File: config.mk
export PLATFORM = sky130hd
export DESIGN_NAME = tff_bank_counter
export DESIGN_NICKNAME = d
export VERILOG_FILES = /design/src/rtl/tff_bank_counter.sv
export SDC_FILE = /design/constraint.sdc
export NUM_CORES = 1
export LEC_CHECK = 0
export CAP_MARGIN = 40
export CORE_UTILIZATION = 49
export CTS_CLUSTER_DIAMETER = 80
export CTS_CLUSTER_SIZE = 20
export DETAILED_ROUTE_END_ITERATION = 12
export HOLD_SLACK_MARGIN = 0.1
export PLACE_DENSITY_LB_ADDON = 0.12
export SETUP_SLACK_MARGIN = 0.2
export SLEW_MARGIN = 10
export SYNTH_ARGS = -nofsm -noshare
export SYNTH_HDL_FRONTEND = slang
export SYNTH_SLANG_ARGS = --single-unit
File: constraint.sdc
create_clock -name clk -period 2.4 [get_ports clk]
set_input_delay 0.48 -clock clk [delete_from_list [all_inputs] [get_ports clk]]
set_output_delay 0.48 -clock clk [all_outputs]
set_load 0.02 [all_outputs]
File: src/rtl/tff_bank_counter.sv
// ---------------------------------------------------------------------------
// tff_bank_counter
//
// WIDTH-bit bank of T flip-flops. It works either as a raw per-bit toggle
// bank or as a modulo-MODULUS up/down counter with a synchronous, clamped
// load. The true output, the complement output and the terminal-count pulse
// all come straight from registers.
//
// Ports
//   clk       in   1      rising-edge clock for all state
//   rst       in   1      synchronous active-high reset (highest priority)
//   en        in   1      advance enable; load still acts when low
//   mode      in   2      00 toggle-bank, 01 up, 10 down, 11 hold
//   t_in      in   WIDTH  per-bit toggle requests (mode 00 only)
//   load      in   1      synchronous load strobe (beats en/mode)
//   load_val  in   WIDTH  load value, clamped to MODULUS-1
//   q         out  WIDTH  registered state
//   qb        out  WIDTH  registered complement of q
//   tc        out  1      registered terminal-count / all-ones pulse
//
// Parameters
//   WIDTH    1..32
//   MODULUS  2..2**WIDTH (64-bit so that 2**32 can be expressed)
// ---------------------------------------------------------------------------
module tff_bank_counter #(
  parameter int              WIDTH   = 8,
  parameter longint unsigned MODULUS = 64'd1 << WIDTH
) (
  input  logic             clk,
  input  logic             rst,
  input  logic             en,
  input  logic [1:0]       mode,
  input  logic [WIDTH-1:0] t_in,
  input  logic             load,
  input  logic [WIDTH-1:0] load_val,
  output logic [WIDTH-1:0] q,
  output logic [WIDTH-1:0] qb,
  output logic             tc
);

  typedef enum logic [1:0] {
    MODE_TOGGLE = 2'b00,
    MODE_UP     = 2'b01,
    MODE_DOWN   = 2'b10,
    MODE_HOLD   = 2'b11
  } mode_e;

  // Largest value the counter modes may hold. Every comparison against the
  // modulus is expressed through this constant so that all arithmetic stays
  // WIDTH bits wide, including the MODULUS = 2**WIDTH case.
  localparam logic [WIDTH-1:0] MAX_VAL  = WIDTH'(MODULUS - 64'd1);
  localparam logic [WIDTH-1:0] ALL_ONES = '1;
  localparam logic [WIDTH-1:0] ZERO     = '0;

  logic [WIDTH-1:0] cnt_q,  cnt_d;
  logic [WIDTH-1:0] cntb_q;
  logic             tc_q,   tc_d;

  logic [WIDTH-1:0] toggled;
  logic [WIDTH-1:0] load_clamped;
  logic             toggled_all_ones;
  logic             cnt_all_ones;
  logic             cnt_at_or_above_max;
  logic             cnt_above_max;
  logic             cnt_is_zero;
  mode_e            mode_sel;

  assign mode_sel = mode_e'(mode);

  // One T flip-flop per bit: each bit flips independently when requested.
  genvar gi;
  generate
    for (gi = 0; gi < WIDTH; gi++) begin : g_tff
      assign toggled[gi] = cnt_q[gi] ^ t_in[gi];
    end
  endgenerate

  // load_val >= MODULUS is the same test as load_val > MODULUS-1, and the
  // second form never needs a WIDTH+1-bit constant.
  assign load_clamped        = (load_val > MAX_VAL) ? MAX_VAL : load_val;

  assign toggled_all_ones    = (toggled == ALL_ONES);
  assign cnt_all_ones        = (cnt_q == ALL_ONES);
  assign cnt_at_or_above_max = (cnt_q >= MAX_VAL);
  assign cnt_above_max       = (cnt_q > MAX_VAL);
  assign cnt_is_zero         = (cnt_q == ZERO);

  // Next-state and next-pulse logic. Priority: load > (en, mode) > hold.
  // Reset sits above all of this in the register process.
  always_comb begin
    cnt_d = cnt_q;
    tc_d  = 1'b0;
    if (load) begin
      cnt_d = load_clamped;
    end else if (en) begin
      unique case (mode_sel)
        MODE_TOGGLE: begin
          cnt_d = toggled;
          // Pulse only on the edge that arrives at all ones, not while
          // the bank simply stays there.
          tc_d  = toggled_all_ones && !cnt_all_ones;
        end
        MODE_UP: begin
          if (cnt_at_or_above_max) begin
            cnt_d = ZERO;
            tc_d  = 1'b1;
          end else begin
            cnt_d = cnt_q + 1'b1;
          end
        end
        MODE_DOWN: begin
          if (cnt_is_zero) begin
            cnt_d = MAX_VAL;
            tc_d  = 1'b1;
          end else if (cnt_above_max) begin
            // Only reachable after toggle mode left the bank above the
            // modulus: pull back into range without a wrap pulse.
            cnt_d = MAX_VAL;
          end else begin
            cnt_d = cnt_q - 1'b1;
          end
        end
        MODE_HOLD: begin
          cnt_d = cnt_q;
        end
        default: begin
          cnt_d = cnt_q;
        end
      endcase
    end
  end

  // The complement is held in its own register, loaded from the same
  // next-state value, so qb is glitch-free and lines up exactly with q.
  always_ff @(posedge clk) begin
    if (rst) begin
      cnt_q  <= ZERO;
      cntb_q <= ALL_ONES;
      tc_q   <= 1'b0;
    end else begin
      cnt_q  <= cnt_d;
      cntb_q <= ~cnt_d;
      tc_q   <= tc_d;
    end
  end

  assign q  = cnt_q;
  assign qb = cntb_q;
  assign tc = tc_q;

endmodule
==> impl_metrics.env, run 1 <==
export IMPL_status="complete, but fails checks"
export IMPL_violations="DRC"
export IMPL_final_seq_area_sq_um=340
export IMPL_rsz0062_at_grt="false"
export IMPL_switchingPower_mw=0.329
export IMPL_synth_cell_types=61
export IMPL_finalPower_mw=0.887
export IMPL_fin_cells=276
export IMPL_crit_type="flip-flop to flip-flop"
export IMPL_cts_root_buf="clkbuf_4"
export IMPL_setup_tns_ns=0
export IMPL_ys_top_cells_by_count="dfxtp_1 (17), o21ai_0 (12), a21oi_1 (10), nor2_1 (10)"
export IMPL_routed_wl_um=5090
export IMPL_worst_setup_path_end_kind="flip-flop"
export IMPL_synth_most_common_cell="dfxtp_1"
export IMPL_grt_ovfl_total=0
export IMPL_synth_area_sq_um=1530
export IMPL_crit_required_ns=2.61
export IMPL_syn_inst=195
export IMPL_area_growth_pct=34.2
export IMPL_cap_violations=0
export IMPL_cpLargestDelayFamily="simple AND/OR/NAND/NOR gates"
export IMPL_multi_input_area_sq_um=1040
export IMPL_final_nets=271
export IMPL_fin_crit_sh_pct=88.3
export IMPL_slew_headroom_pct=70.3
export IMPL_fin_ws_ns=0.281
export IMPL_hpwl_um=3990
export IMPL_slew_viol_final=0
export IMPL_die_area_sq_um=3340
export IMPL_fillers=267
export IMPL_cts_buffer_depth=2
export IMPL_finalCriticalPeriod_ns=2.12
export IMPL_synth_nets=220
export IMPL_p_leak_nw=0.784
export IMPL_ys_flop_type="dfxtp_1"
export IMPL_worstPathMaxFanout=4
export IMPL_die_y_um=57.8
export IMPL_final_util_pct=71.9
export IMPL_grt_max_degree=21
export IMPL_clkPwrFrac_pct=19.4
export IMPL_start_util_pct=53.6
export IMPL_slowest_delay_ns=0.50
export IMPL_path_cells="inv_1 -> ha_2 -> or4b_4 -> or2_4 -> a311o_1 -> a311o_1"
export IMPL_p_comb_share_pct=44.0
export IMPL_internal_power_mw=0.557
export IMPL_h_tree_depth=1
export IMPL_gp_congestion=0.942
export IMPL_wl_per_cell_um=18.4
export IMPL_synth_area_top_cells="dfxtp_1 (22%), o21ai_0 (3.9%), xnor2_1 (3.4%)"
export IMPL_std_cell_rows=19
export IMPL_antenna_found_initial=0
export IMPL_yosysTopAreaCellShare_pct=22.3
export IMPL_dr_pass1_iters=9
export IMPL_grt_pass1_wl_um=8120
export IMPL_grtUsageTotal_pct=32.0
export IMPL_p_per_area_nw_per_um2=432
export IMPL_antenna_cells=0
export IMPL_synth_async_reset_ratio_pct=0
export IMPL_drive_above_1_share_pct=15.1
export IMPL_grt_pass1_vias=1689
export IMPL_seq_area_frac_synth_pct=22.3
export IMPL_p_seq_share_pct=36.6
export IMPL_peakVddDrop_mv=0.312
export IMPL_vias_per_cell=6.46
export IMPL_die_w_um=57.8
export IMPL_fp_coreArea_sq_um=2850
export IMPL_routed_via_count=1782
export IMPL_place_ws_ns=0.102
export IMPL_hold_viol_final=0
export IMPL_cp_start_kind="flip-flop"
export IMPL_fin_skew_ns=0.00282
export IMPL_io_pins=39
export IMPL_ys_warn_count=0
export IMPL_placed_cells=272
export IMPL_cts_buffers=3
export IMPL_crit_path_top_delay_cell="or4b_4"
export IMPL_yosys_area_top_type="dfxtp_1"
export IMPL_port_buffers=38
export IMPL_path_clk_slew_ns=0.11
export IMPL_ys_ff_latch=17
export IMPL_clkLatencyLatePin_ns=0.31
export IMPL_critPathBufInv=1
export IMPL_avgSynthCellArea_sq_um=7.83
export IMPL_setup_violations=0
export IMPL_cts_tree="yes"
export IMPL_placedInstanceArea_sq_um=2020
export IMPL_final_cell_area_sq_um=2050
export IMPL_clock_sinks=17
export IMPL_drt_iter0_markers=152
export IMPL_fmax_mhz=472
export IMPL_fin_hold_ws_ns=0.777
export IMPL_switching_share_pct=37.1
export IMPL_synth_edf_count=0
export IMPL_final_antenna_net_count=0
export IMPL_cp_common_cell="a311o_1"
export IMPL_drc=5
export IMPL_worst_pin_slew_ns=0.434
export IMPL_worstHoldPathType="primary input to flip-flop"
export IMPL_crit_arrival_ns=2.33
[registers in the layout, summed over array words and instances (netlist names), named ones only]
register	flops
qb	8
tc	1
q	7
[repair_timing]
| action | in CTS | in global routing |
|---|---|---|
| hold buffers | 0 | 0 |
| setup buffers | 0 | 0 |
| resized for setup | 0 | 1 |
| setup endpoints to repair | 0 | 1 |
[cells by family after synthesis]
| kind of cell | after synthesis | synth area share [%] |
|---|---|---|
| buffers and inverters | 27 | 10.1 |
| AOI/OAI and AO/OA | 62 | 29.7 |
| xor gates and xnor gates | 9 | 5.16 |
| adders and majority gates | 3 | 2.46 |
| muxes | 1 | 0.655 |
| and+or+nand+nor | 76 | 29.7 |
| DFF | 17 | 22.3 |
[worst register-to-register path, delay by kind of cell (launching register included)]
kind                       cells  cell delay (ns)
DFF                            1             0.34
and+or+nand+nor                2             0.78
adders and majority gates      1             0.22
buffers and inverters          1             0.09
AOI/OAI and AO/OA              2             0.60
[cell usage in the layout, fill, tap and decap left out, types with 3 or more instances in the layout]
cell type	synthesis	routed
o21ai_0	12	12
nor2_1	10	10
and3_1	3	3
a211o_1	3	3
nand2b_1	4	4
a221oi_1	3	3
dfxtp_1	17	17
nor3_1	8	8
a21oi_1	10	10
nand3b_1	5	5
o311ai_0	4	4
clkbuf_4	0	3
o31ai_1	4	4
buf_4	2	26
xor2_1	3	3
nand2_1	9	9
nor2b_1	6	6
clkdlybuf4s50_1	0	38
inv_1	9	9
or2_2	3	3
xnor2_1	6	6
nand3_1	8	8
[per-layer routing]
layer  GRT usage, %  vias up  routed length, um
met3           3.13       13                437
li1               -      839                  -
met5              0        -                  0
met4           14.3        0                127
met1           43.5      830               2140
met2           51.4      100               2390
[final cells by class]
cell class | instances | area share (%)
Clock buffer | 4 | 1.28
Inverter | 9 | 1.65
Multi-Input combinational cell | 151 | 50.5
Sequential cell | 17 | 16.6
Tap cell | 31 | 1.89
Timing Repair Buffer | 64 | 28.1
[worst paths after layout]
path | startpoint | depth (start not counted) | slack, ns | end
max | q[1] | 6 | 0.28 | qb[2]
min | load_val[4] | 3 | 0.78 | q[4]
max reg2reg | q[1] | 6 | 0.28 | qb[2]
min reg2reg | q[5] | 3 | 0.82 | qb[5]
[power by group through the flow]
stage | clock network, mW | registers, mW | logic (mW)
4_1_cts | 0.171 | 0.324 | 0.386
5_1_grt | 0.179 | 0.326 | 0.420
3_3_place_gp | 0 | 0.329 | 0.380
6_report | 0.172 | 0.324 | 0.390
3_5_place_dp | 0 | 0.330 | 0.384
2_1_floorplan | 0 | 0.349 | 0.206
Power figures use the tool's default switching activity.
==> inputs of run 2 (changes only) <==
--- a/config.mk
+++ b/config.mk
@@ -10,6 +10,7 @@
 export CTS_CLUSTER_DIAMETER = 80
 export CTS_CLUSTER_SIZE = 20
 export DETAILED_ROUTE_END_ITERATION = 12
+export GPL_ROUTABILITY_DRIVEN = 1
 export HOLD_SLACK_MARGIN = 0.1
 export PLACE_DENSITY_LB_ADDON = 0.12
 export SETUP_SLACK_MARGIN = 0.2
==> results of run 2 <==
The final DEF is identical to that of run 1; final timing and power are the same.
